===== src/rtl/regfile_wb_arbiter.sv =====
// regfile_wb_arbiter
//   Write-side front end for the 32x32 register file. Merges two writeback
//   producers onto the single regfile write port:
//     - ALU results (single cycle, highest priority)
//     - load returns (variable latency, buffered in a DEPTH-entry FIFO)
//   Writes to x0 are consumed and dropped. Per-register pending flags let
//   decode stall on RAW hazards until the value has landed in the regfile.
//
// Ports
//   clk, reset              clock / synchronous active-high reset
//   alu_valid/ready/rd/data ALU result handshake
//   ld_valid/ready/rd/data  load-return handshake
//   rd, we, wdata           registered regfile write port
//   q_rs1, q_rs2            hazard query addresses
//   pend_rs1, pend_rs2      a write to the queried register is in flight
//   fifo_count              load FIFO occupancy (0..DEPTH)

// One FIFO slot's hazard comparator: flags a match against either query
// address, but only while the slot holds a live entry.
module regfile_wb_slot_match #(
  parameter int AW = 5
) (
  input  logic          occ,
  input  logic [AW-1:0] slot_rd,
  input  logic [AW-1:0] q_rs1,
  input  logic [AW-1:0] q_rs2,
  output logic          hit1,
  output logic          hit2
);
  assign hit1 = occ && (slot_rd == q_rs1);
  assign hit2 = occ && (slot_rd == q_rs2);
endmodule

module regfile_wb_arbiter #(
  parameter int DEPTH = 4,
  parameter int AW    = 5,
  parameter int DW    = 32
) (
  input  logic                     clk,
  input  logic                     reset,
  input  logic                     alu_valid,
  output logic                     alu_ready,
  input  logic [AW-1:0]            alu_rd,
  input  logic [DW-1:0]            alu_data,
  input  logic                     ld_valid,
  output logic                     ld_ready,
  input  logic [AW-1:0]            ld_rd,
  input  logic [DW-1:0]            ld_data,
  output logic [AW-1:0]            rd,
  output logic                     we,
  output logic [DW-1:0]            wdata,
  input  logic [AW-1:0]            q_rs1,
  input  logic [AW-1:0]            q_rs2,
  output logic                     pend_rs1,
  output logic                     pend_rs2,
  output logic [$clog2(DEPTH):0]   fifo_count
);
  localparam int PW = $clog2(DEPTH);
  localparam int CW = PW + 1;
  localparam logic [CW-1:0] FULL = CW'(DEPTH);

  typedef struct packed {
    logic [AW-1:0] rd;
    logic [DW-1:0] data;
  } wb_t;

  wb_t [DEPTH-1:0] mem_q, mem_d;
  logic [PW-1:0]   wr_ptr_q, wr_ptr_d;
  logic [PW-1:0]   rd_ptr_q, rd_ptr_d;
  logic [CW-1:0]   count_q, count_d;
  logic [AW-1:0]   rd_q, rd_d;
  logic            we_q, we_d;
  logic [DW-1:0]   wdata_q, wdata_d;

  logic            alu_wr, ld_push, fifo_pop;
  logic [DEPTH-1:0] occ, hit1, hit2;

  // Both producers see the same back-pressure: once the FIFO is full the
  // ALU is held off too, guaranteeing the next edge pops a load.
  assign alu_ready  = !reset && (count_q < FULL);
  assign ld_ready   = !reset && (count_q < FULL);

  assign rd         = rd_q;
  assign we         = we_q;
  assign wdata      = wdata_q;
  assign fifo_count = count_q;

  always_comb begin
    mem_d    = mem_q;
    wr_ptr_d = wr_ptr_q;
    rd_ptr_d = rd_ptr_q;
    rd_d     = rd_q;
    wdata_d  = wdata_q;
    we_d     = 1'b0;

    // x0 traffic still completes its handshake but never reaches the port.
    alu_wr   = alu_valid && alu_ready && (alu_rd != '0);
    ld_push  = ld_valid && ld_ready && (ld_rd != '0);
    // An ALU write owns the port this cycle; otherwise drain the FIFO head.
    fifo_pop = !alu_wr && (count_q != '0);

    if (alu_wr) begin
      rd_d    = alu_rd;
      wdata_d = alu_data;
      we_d    = 1'b1;
    end else if (fifo_pop) begin
      rd_d     = mem_q[rd_ptr_q].rd;
      wdata_d  = mem_q[rd_ptr_q].data;
      we_d     = 1'b1;
      rd_ptr_d = rd_ptr_q + PW'(1);
    end

    // Push lands in the tail slot; no bypass to the output this cycle.
    if (ld_push) begin
      mem_d[wr_ptr_q] = '{rd: ld_rd, data: ld_data};
      wr_ptr_d        = wr_ptr_q + PW'(1);
    end

    count_d = count_q + CW'(ld_push) - CW'(fifo_pop);
  end

  always_ff @(posedge clk) begin
    if (reset) begin
      wr_ptr_q <= '0;
      rd_ptr_q <= '0;
      count_q  <= '0;
      rd_q     <= '0;
      we_q     <= 1'b0;
      wdata_q  <= '0;
    end else begin
      wr_ptr_q <= wr_ptr_d;
      rd_ptr_q <= rd_ptr_d;
      count_q  <= count_d;
      rd_q     <= rd_d;
      we_q     <= we_d;
      wdata_q  <= wdata_d;
    end
  end

  // Slot contents need no reset: occupancy gates every use of them.
  always_ff @(posedge clk) begin
    mem_q <= mem_d;
  end

  // A slot is live when its distance from the head is below the count,
  // so stale data left behind by pops never raises a hazard.
  always_comb begin
    for (int i = 0; i < DEPTH; i++) begin
      logic [PW-1:0] off;
      off    = PW'(i) - rd_ptr_q;
      occ[i] = ({1'b0, off} < count_q);
    end
  end

  for (genvar g = 0; g < DEPTH; g++) begin : g_slot
    regfile_wb_slot_match #(.AW(AW)) u_match (
      .occ     (occ[g]),
      .slot_rd (mem_q[g].rd),
      .q_rs1   (q_rs1),
      .q_rs2   (q_rs2),
      .hit1    (hit1[g]),
      .hit2    (hit2[g])
    );
  end

  // The staged output write counts as in flight until the regfile takes it.
  assign pend_rs1 = (q_rs1 != '0) && ((we_q && (rd_q == q_rs1)) || (|hit1));
  assign pend_rs2 = (q_rs2 != '0) && ((we_q && (rd_q == q_rs2)) || (|hit2));

endmodule


===== config.mk =====
export PLATFORM = sky130hd
export DESIGN_NAME = regfile_wb_arbiter
export DESIGN_NICKNAME = d
export VERILOG_FILES = /design/src/rtl/regfile_wb_arbiter.sv
export SDC_FILE = /design/constraint.sdc
export NUM_CORES = 1
export LEC_CHECK = 0
export ABC_AREA = 1
export ABC_CLOCK_PERIOD_IN_PS = 8400
export CAP_MARGIN = 20
export CORE_MARGIN = 2
export CORE_UTILIZATION = 50
export CTS_CLUSTER_DIAMETER = 80
export CTS_CLUSTER_SIZE = 10
export DETAILED_ROUTE_END_ITERATION = 16
export DONT_BUFFER_PORTS = 1
export GPL_TIMING_DRIVEN = 1
export PLACE_DENSITY = 0.66
export SETUP_SLACK_MARGIN = 0.1
export SKIP_LAST_GASP = 1
export SLEW_MARGIN = 20
export SYNTH_ARGS = -nofsm -noshare
export SYNTH_HDL_FRONTEND = slang
export SYNTH_SLANG_ARGS = --single-unit

===== constraint.sdc =====
create_clock -name clk -period 8.4 [get_ports clk]
set_input_delay 1.68 -clock clk [delete_from_list [all_inputs] [get_ports clk]]
set_output_delay 1.68 -clock clk [all_outputs]
set_load 0.01 [all_outputs]

==> results of run 1 <==
==> final timing paths <==
| path | start | to | slack [ps] | cells after the start |
|---|---|---|---|---|
| worst max-delay path | rd_ptr_q[0] | pend_rs2 | 3870 | 11 |
| worst min-delay path | wdata[17] | wdata[17] | 520 | 2 |
| worst max register to register | fifo_count[2] | fifo_count[2] | 5250 | 10 |
| worst min register to register | wdata[17] | wdata[17] | 520 | 2 |
==> tightest hold or removal path: stages, from the launching register on <==
cell and delay [ps]:
dfxtp_1 350, nand3_1 90, nand2_1 50
==> state kept, by name, indices dropped and copies added, names as in the netlist <==
| register | cells |
|---|---|
| fifo_count | 3 |
| mem_q | 148 |
| rd | 5 |
| rd_ptr_q | 2 |
| wdata | 32 |
| we | 1 |
| wr_ptr_q | 2 |
==> synthesized netlist by cell type, drive strengths merged <==
cell type and instances:
o21a 1, nor2 68, nand2 186, nand4 17, clkbuf 13, dfxtp 45, or2 7, nor3 7
edfxtp 148, a21oi 13, clkinv 2, xnor2 4, nand3 63, o21ai 16, o211ai 16, ha 10
a22oi 45, xor2 22, fa 1, nor3b 1, o22ai 7, buf 23, inv 62
==> cell families after synthesis <==
family                     after synthesis
and+or+nand+nor                        349
adders and majority gates               11
DFF                                    193
buffers and inverters                  100
xor gates and xnor gates                26
AOI/OAI and AO/OA                       98
==> area by class of cell <==
type	instances	area, sq um	share of cell area (%)
repair buffers	5	57.6	0.629
clock inverters	15	166	1.82
flip-flops and latches	193	5350	58.4
inverters	64	243	2.65
multi-input cells	484	2640	28.8
clock buffers	17	425	4.65
well taps	220	275	3.01
==> report_power, final <==
group          internal, mW  switching, mW
clock                 0.400          0.384
sequential             1.15          0.141
combinational         0.250          0.538
==> metal layers <==
| metal | GRT usage [%] | vias to the layer above |
|---|---|---|
| met4 | 8.10 | 0 |
| met5 | 0 | - |
| li1 | - | 2668 |
| met1 | 30.5 | 2782 |
| met2 | 40.3 | 212 |
| met3 | 6.74 | 30 |
==> stage by stage <==
stage / area [sq um] / utilization (%) / setup slack (ps) / power (mW) / hold WS (ps)
final: 9150 / 55.6 / 3870 / 2.86 / 523
after global routing: 9150 / 55.6 / 3580 / 3.03 / 541
after CTS: 9150 / 55.6 / 3820 / 2.88 / 525
after detailed placement: 8560 / 52.0 / 4070 / 2.10 / 513
after global placement: 8530 / 51.8 / 4100 / 2.08 / 507
after floorplan: 8360 / - / 4160 / 1.87 / 491
==> metrics.txt, run 1 <==
gr usage total=24.1%; final setup vio count=0; Layout fillers=1435; IO Count=133; crit-path cells=nand2_1 -> inv_2 -> nor2_1 -> ha_1 -> nand3_1 -> nand2_1 -> nor2_1 -> nand2_1 -> nand2_1 -> nor2_1 -> nor2_1; core area=16500 sq um; vias per cell=5.70; Synth Area in Simple Gates=18.2%; CTS clk-pin slew, worst paths=80 ps; cell taking the most area after synthesis=edfxtp_1; Initial Util=50.8%; antenna violations before repair=0; # Max-Cap Violations=0; Seq/Total Area, Yosys=63.9%; die height=133 microns; area delta synth->final=9.36%; Crit path max-delay family=simple AND/OR/NAND/NOR gates; Synth Warn #=0; first-pass GRT wire length=32400 microns; Met3 Wirelength=1600 microns; Hold Violations, Final=0; Synth Area in Compound Gates=8.36%; Post-Syn Nets=876; mean post-synth cell area=10.8 sq um; GRT overflow=0; layout cells sized above 1=8.74%; setup TNS=0 ps; non-filler instance count after layout=998; Port-buffer cells=0; DR WL met2=10400 microns; CP max FO=35; Layout Skew=10.3 ps; Fmax achieved=0.221 GHz; CTS Buffer Depth=2; H-tree depth=4; Final Critical Period=4530 ps; post-CTS setup buffers=0; Rows=47; Adder-Cell Fraction of Synth Area=1.74%; post-route ant nets=0; Cell Area, Synth=8360 sq um; Final Net Count=864; hpwl dp=13800 microns; Synth Register Bits=193; post-synth top area share=53.1%; Post-Place Cells=966; vias in the first global route=5688; largest family of logic cells by synthesized area=simple AND/OR/NAND/NOR gates; most common cell after layout, fill and taps aside=nand2_1; worst skew pair latency=430 ps; post-synthesis mux area share=0%; Worst EP required=6720 ps; Crit. End Element=output pin; maximum vdd drop=0.201 mV; DR iter-0 viols=510; Post-route DRC=0; static leakage=3.51 nW; RSZ-0062 raised after global routing=no; Worst Setup Path Type=flop to output pin; Ant. Diodes=0; CP max-delay cell=inv_2; Syn Inst Count=777; routability congestion estimate=0.834; Root Driver=clkbuf_16; critical path's largest stage delay=600 ps; Synth Area in XOR/XNOR=2.72%; Synth area leaders=edfxtp_1 (53%), dfxtp_1 (11%), nand2_1 (8.2%); Wirelength per Cell=21.0 microns; top layer in use=met4; pin count of the biggest net entering global routing=52; Die X=133 microns; Hold Crit Class=flop to flop; Tcrit/Tclk final=53.9%; status=completed; Routed WL=21000 microns; Die Area=17800 sq um; relative slew slack=28.7%; TritonCTS Buffers=17; P per Cell Area=313 nW/um^2; measured slew at the worst slew-check pin=1070 ps; cts repair resizes=0; DR vias=5692; CTS tree=yes; TritonCTS Sinks=193; Crit path arrival time=2850 ps; Netlist cell types=35; Setup crit start kind=flop; Slew Viols, Final=0; DR pass1 iterations=5; Buf/Inv on CP=1; CTS Hold Buffers Added=0; wl on met1=8590 microns; most frequent cells in the layout=nand2_1 (183), edfxtp_1 (148), nand3_1 (63), nor2_1 (60), inv_1 (59)
No activity file was read; power rests on OpenSTA's default activity.
==> run 2, diff against run 1 <==
--- a/config.mk
+++ b/config.mk
@@ -5,8 +5,8 @@
 export SDC_FILE = /design/constraint.sdc
 export NUM_CORES = 1
 export LEC_CHECK = 0
-export ABC_AREA = 1
-export ABC_CLOCK_PERIOD_IN_PS = 8400
+export ABC_AREA = 0
+export ABC_CLOCK_PERIOD_IN_PS = 4400
 export CAP_MARGIN = 20
 export CORE_MARGIN = 2
 export CORE_UTILIZATION = 50
==> constraint.sdc (replaced) <==
create_clock -name clk -period 4.4 [get_ports clk]
set_input_delay 0.88 -clock clk [delete_from_list [all_inputs] [get_ports clk]]
set_output_delay 0.88 -clock clk [all_outputs]
set_load 0.01 [all_outputs]
==> run 2 against run 1 <==
Critical path depth decreased by 4. Flip-flop and latch count stayed put. Non-clock buffer count is 6 higher. Clock power is 110% higher. Clock-buffer cell count increased by 5. Critical endpoint unchanged. Largest cell class unchanged. Wire length decreased by 22%.
==> metrics.txt, run 2 <==
status=completed; Wirelength per Cell=22.2 microns (+5.8%); CTS Buffer Depth=2 (unchanged); Worst R2R Path Depth=5 (-5); Fmax achieved=0.299 GHz; layout cells sized above 1=22.2% (+13 points); DR vias=4253 (-25%); Final Critical Period=3350 ps; area delta synth->final=9.74%; combinational share of power=25.9% (-1.7 points); antenna violations before repair=0 (unchanged); Synth area leaders=edfxtp_1 (53%), dfxtp_1 (11%), mux4_2 (10%); maximum vdd drop=0.322 mV (+60%); most common cell after layout, fill and taps aside=edfxtp_1; Initial Util=50.6% (-0.15 points); Routed WL=16400 microns (-22%); critical path's largest stage delay=650 ps (+50 ps); Port-buffer cells=0 (unchanged); Seq/Total Area, Yosys=64.1% (+0.19 points); Layout Skew=14.3 ps (+4.01 ps); Largest Register=mem_q; DR pass1 iterations=4 (-1); die height=133 microns (-0.15%); vias per cell=5.76 (+1.0%); fin util=55.6% (about the same); vias in the first global route=4645 (-18%); Crit. End Element=output pin; pin count of the biggest net entering global routing=75 (+44%); IO Count=133 (unchanged); cts repair resizes=0 (unchanged); Rows=47 (unchanged); Hold Crit Class=primary input to flop; mean post-synth cell area=16.3 sq um (+51%); P per Cell Area=597 nW/um^2 (+91%); Hold Violations, Final=0 (unchanged); CP max FO=19 (-46%); register area=5350 sq um (about the same); first-pass GRT wire length=25700 microns (-21%); Crit path arrival time=2470 ps (-380 ps); Final Net Count=604 (-30%); Sequential Power Share=44.4% (-0.6 points); CTS clk-pin slew, worst paths=60 ps (-20 ps); crit-path cells=inv_1 -> ha_1 -> a21oi_1 -> o21bai_1 -> nand3_1 -> nor4_1 -> o22a_1; Worst R2R Setup Slack=1890 ps (-3360 ps); hpwl dp=11100 microns (-20%); Hold Path Depth=1 (-1); measured slew at the worst slew-check pin=934 ps (-133 ps); FFs w/ async S/R, synth=0% (unchanged); Syn Inst Count=513 (-34%); Slew Viols, Final=0 (unchanged); Post-Syn Nets=612 (-30%); static leakage=3.06 nW (-13%); RSZ-0062 raised after global routing=no; Worst EP required=3520 ps (-3200 ps); setup TNS=0 ps (unchanged); relative slew slack=37.7% (+9.1 points); Worst Setup Path Type=flop to output pin; cell taking the most area after synthesis=edfxtp_1; count leader, synth=edfxtp_1; post-route ant nets=0 (unchanged); Synth Warn #=0 (unchanged); post-synth top area share=53.3% (+0.16 points); post-CTS setup buffers=0 (unchanged); Ant. Diodes=0 (unchanged); Layout fillers=1307 (-8.9%); Die X=133 microns (-0.15%); CP max-delay cell=dfxtp_2; H-tree depth=4 (unchanged); Largest register FFs=148 (unchanged); Tcrit/Tclk final=76.0%; Synth Register Bits=193 (unchanged); routability congestion estimate=0.877 (+5.1%); worst hold slack=514 ps (-8.64 ps); # Max-Cap Violations=0 (unchanged); most frequent cells in the layout=edfxtp_1 (148), nor2_1 (48), dfxtp_1 (43), xor2_1 (40), mux4_2 (37); EDFF count, synth=148 (unchanged); switching share of total power=28.8% (-8.4 points); Root Driver=clkbuf_16; worst skew pair latency=430 ps (about the same); gr usage total=19.5% (-4.6 points); core area=16500 sq um (unchanged); CTS tree=yes; GRT overflow=0 (unchanged); Netlist cell types=36 (+2.9%); Commonest cells post-synth=edfxtp_1 (148), nor2_1 (48), dfxtp_1 (45); top_reg_cell synth=edfxtp_1; TritonCTS Sinks=193 (unchanged); Setup crit start kind=flop; Post-route DRC=0 (unchanged); Internal=3.89 mW (+120%); Die Area=17700 sq um (-0.29%); P_sw=1.57 mW (+48%); area of the multi-input gates=2780 sq um (+5.6%); final setup vio count=0 (unchanged); TritonCTS Buffers=17 (unchanged); CTS Hold Buffers Added=0 (unchanged); DR iter-0 viols=235 (-54%); Clk network pwr share=29.7% (+2.3 points); Cell Area, Synth=8340 sq um (-0.30%)
==> run 2: changes by cell type after synthesis, sizes merged, moves of 37 or more <==
| cell | before | now |
|---|---|---|
| nand3 | 63 | 4 |
| inv | 62 | 8 |
| mux4 | 0 | 37 |
| nand2 | 186 | 0 |
| a22oi | 45 | 0 |
==> run 2: worst paths after layout <==
kind / end / startpoint
hold reg to reg: wr_ptr_q[0] / wr_ptr_q[0]
setup / recovery: pend_rs2 / rd_ptr_q[1]
hold / removal: wdata[1] / reset
setup reg to reg: mem_q[64] / fifo_count[2]
==> run 2: power groups by stage <==
| stage | clock network (mW) | logic [mW] | registers, mW |
|---|---|---|---|
| 5_1_grt | 1.72 | 1.55 | 2.45 |
| 3_3_place_gp | 0 | 1.41 | 2.47 |
| 3_5_place_dp | 0 | 1.44 | 2.48 |
| 4_1_cts | 1.65 | 1.44 | 2.44 |
| 2_1_floorplan | 0 | 1.26 | 2.37 |
| 6_report | 1.62 | 1.41 | 2.43 |
==> run 2: area by class of cell <==
type                    instances  share of cell area (%)
clock buffers                  22                    5.20
clock inverters                10                    1.71
inverters                       8                   0.328
multi-input cells             274                    30.4
flip-flops and latches        193                    58.5
well taps                     220                    3.01
repair buffers                 11                   0.902
==> run 2: per-layer routing <==
metal | global-route usage, % | up-vias | wire (microns)
met2 | 32.5 | 151 | 8410
met4 | 8.51 | 0 | 380
met3 | 6.28 | 24 | 1340
met1 | 23.6 | 2131 | 6290
li1 | - | 1947 | -
met5 | 0 | - | 0
==> run 2: worst max-delay path: cells and delay by family, from the launching register on <==
family | cells | cell delay, ps
adder cells (fa/ha/maj) | 1 | 320
flip-flops | 1 | 650
AO/OA/AOI/OAI | 3 | 550
buffers and inverters | 1 | 160
AND/OR/NAND/NOR | 2 | 350
==> run 2: kinds of logic (layout without fill, tap and decap cells) <==
logic type	Yosys count	count (layout)	share of synthesized area, %
AO/OA/AOI/OAI	53	53	6.57
XOR/XNOR	56	56	5.88
adder cells (fa/ha/maj)	11	11	1.74
buffers and inverters	46	51	2.78
flip-flops	193	193	64.1
multiplexers	74	74	14.5
AND/OR/NAND/NOR	80	80	4.47
==> run 2: per-stage QoR <==
stage	total power, mW	area [sq um]	std cells	setup WS, ps
after floorplan	3.63	8340	513	1280
after global placement	3.88	8520	706	1480
after CTS	5.53	9150	738	995
after global routing	5.72	9150	738	857
final	5.47	9150	738	1050
after detailed placement	3.91	8520	706	1390
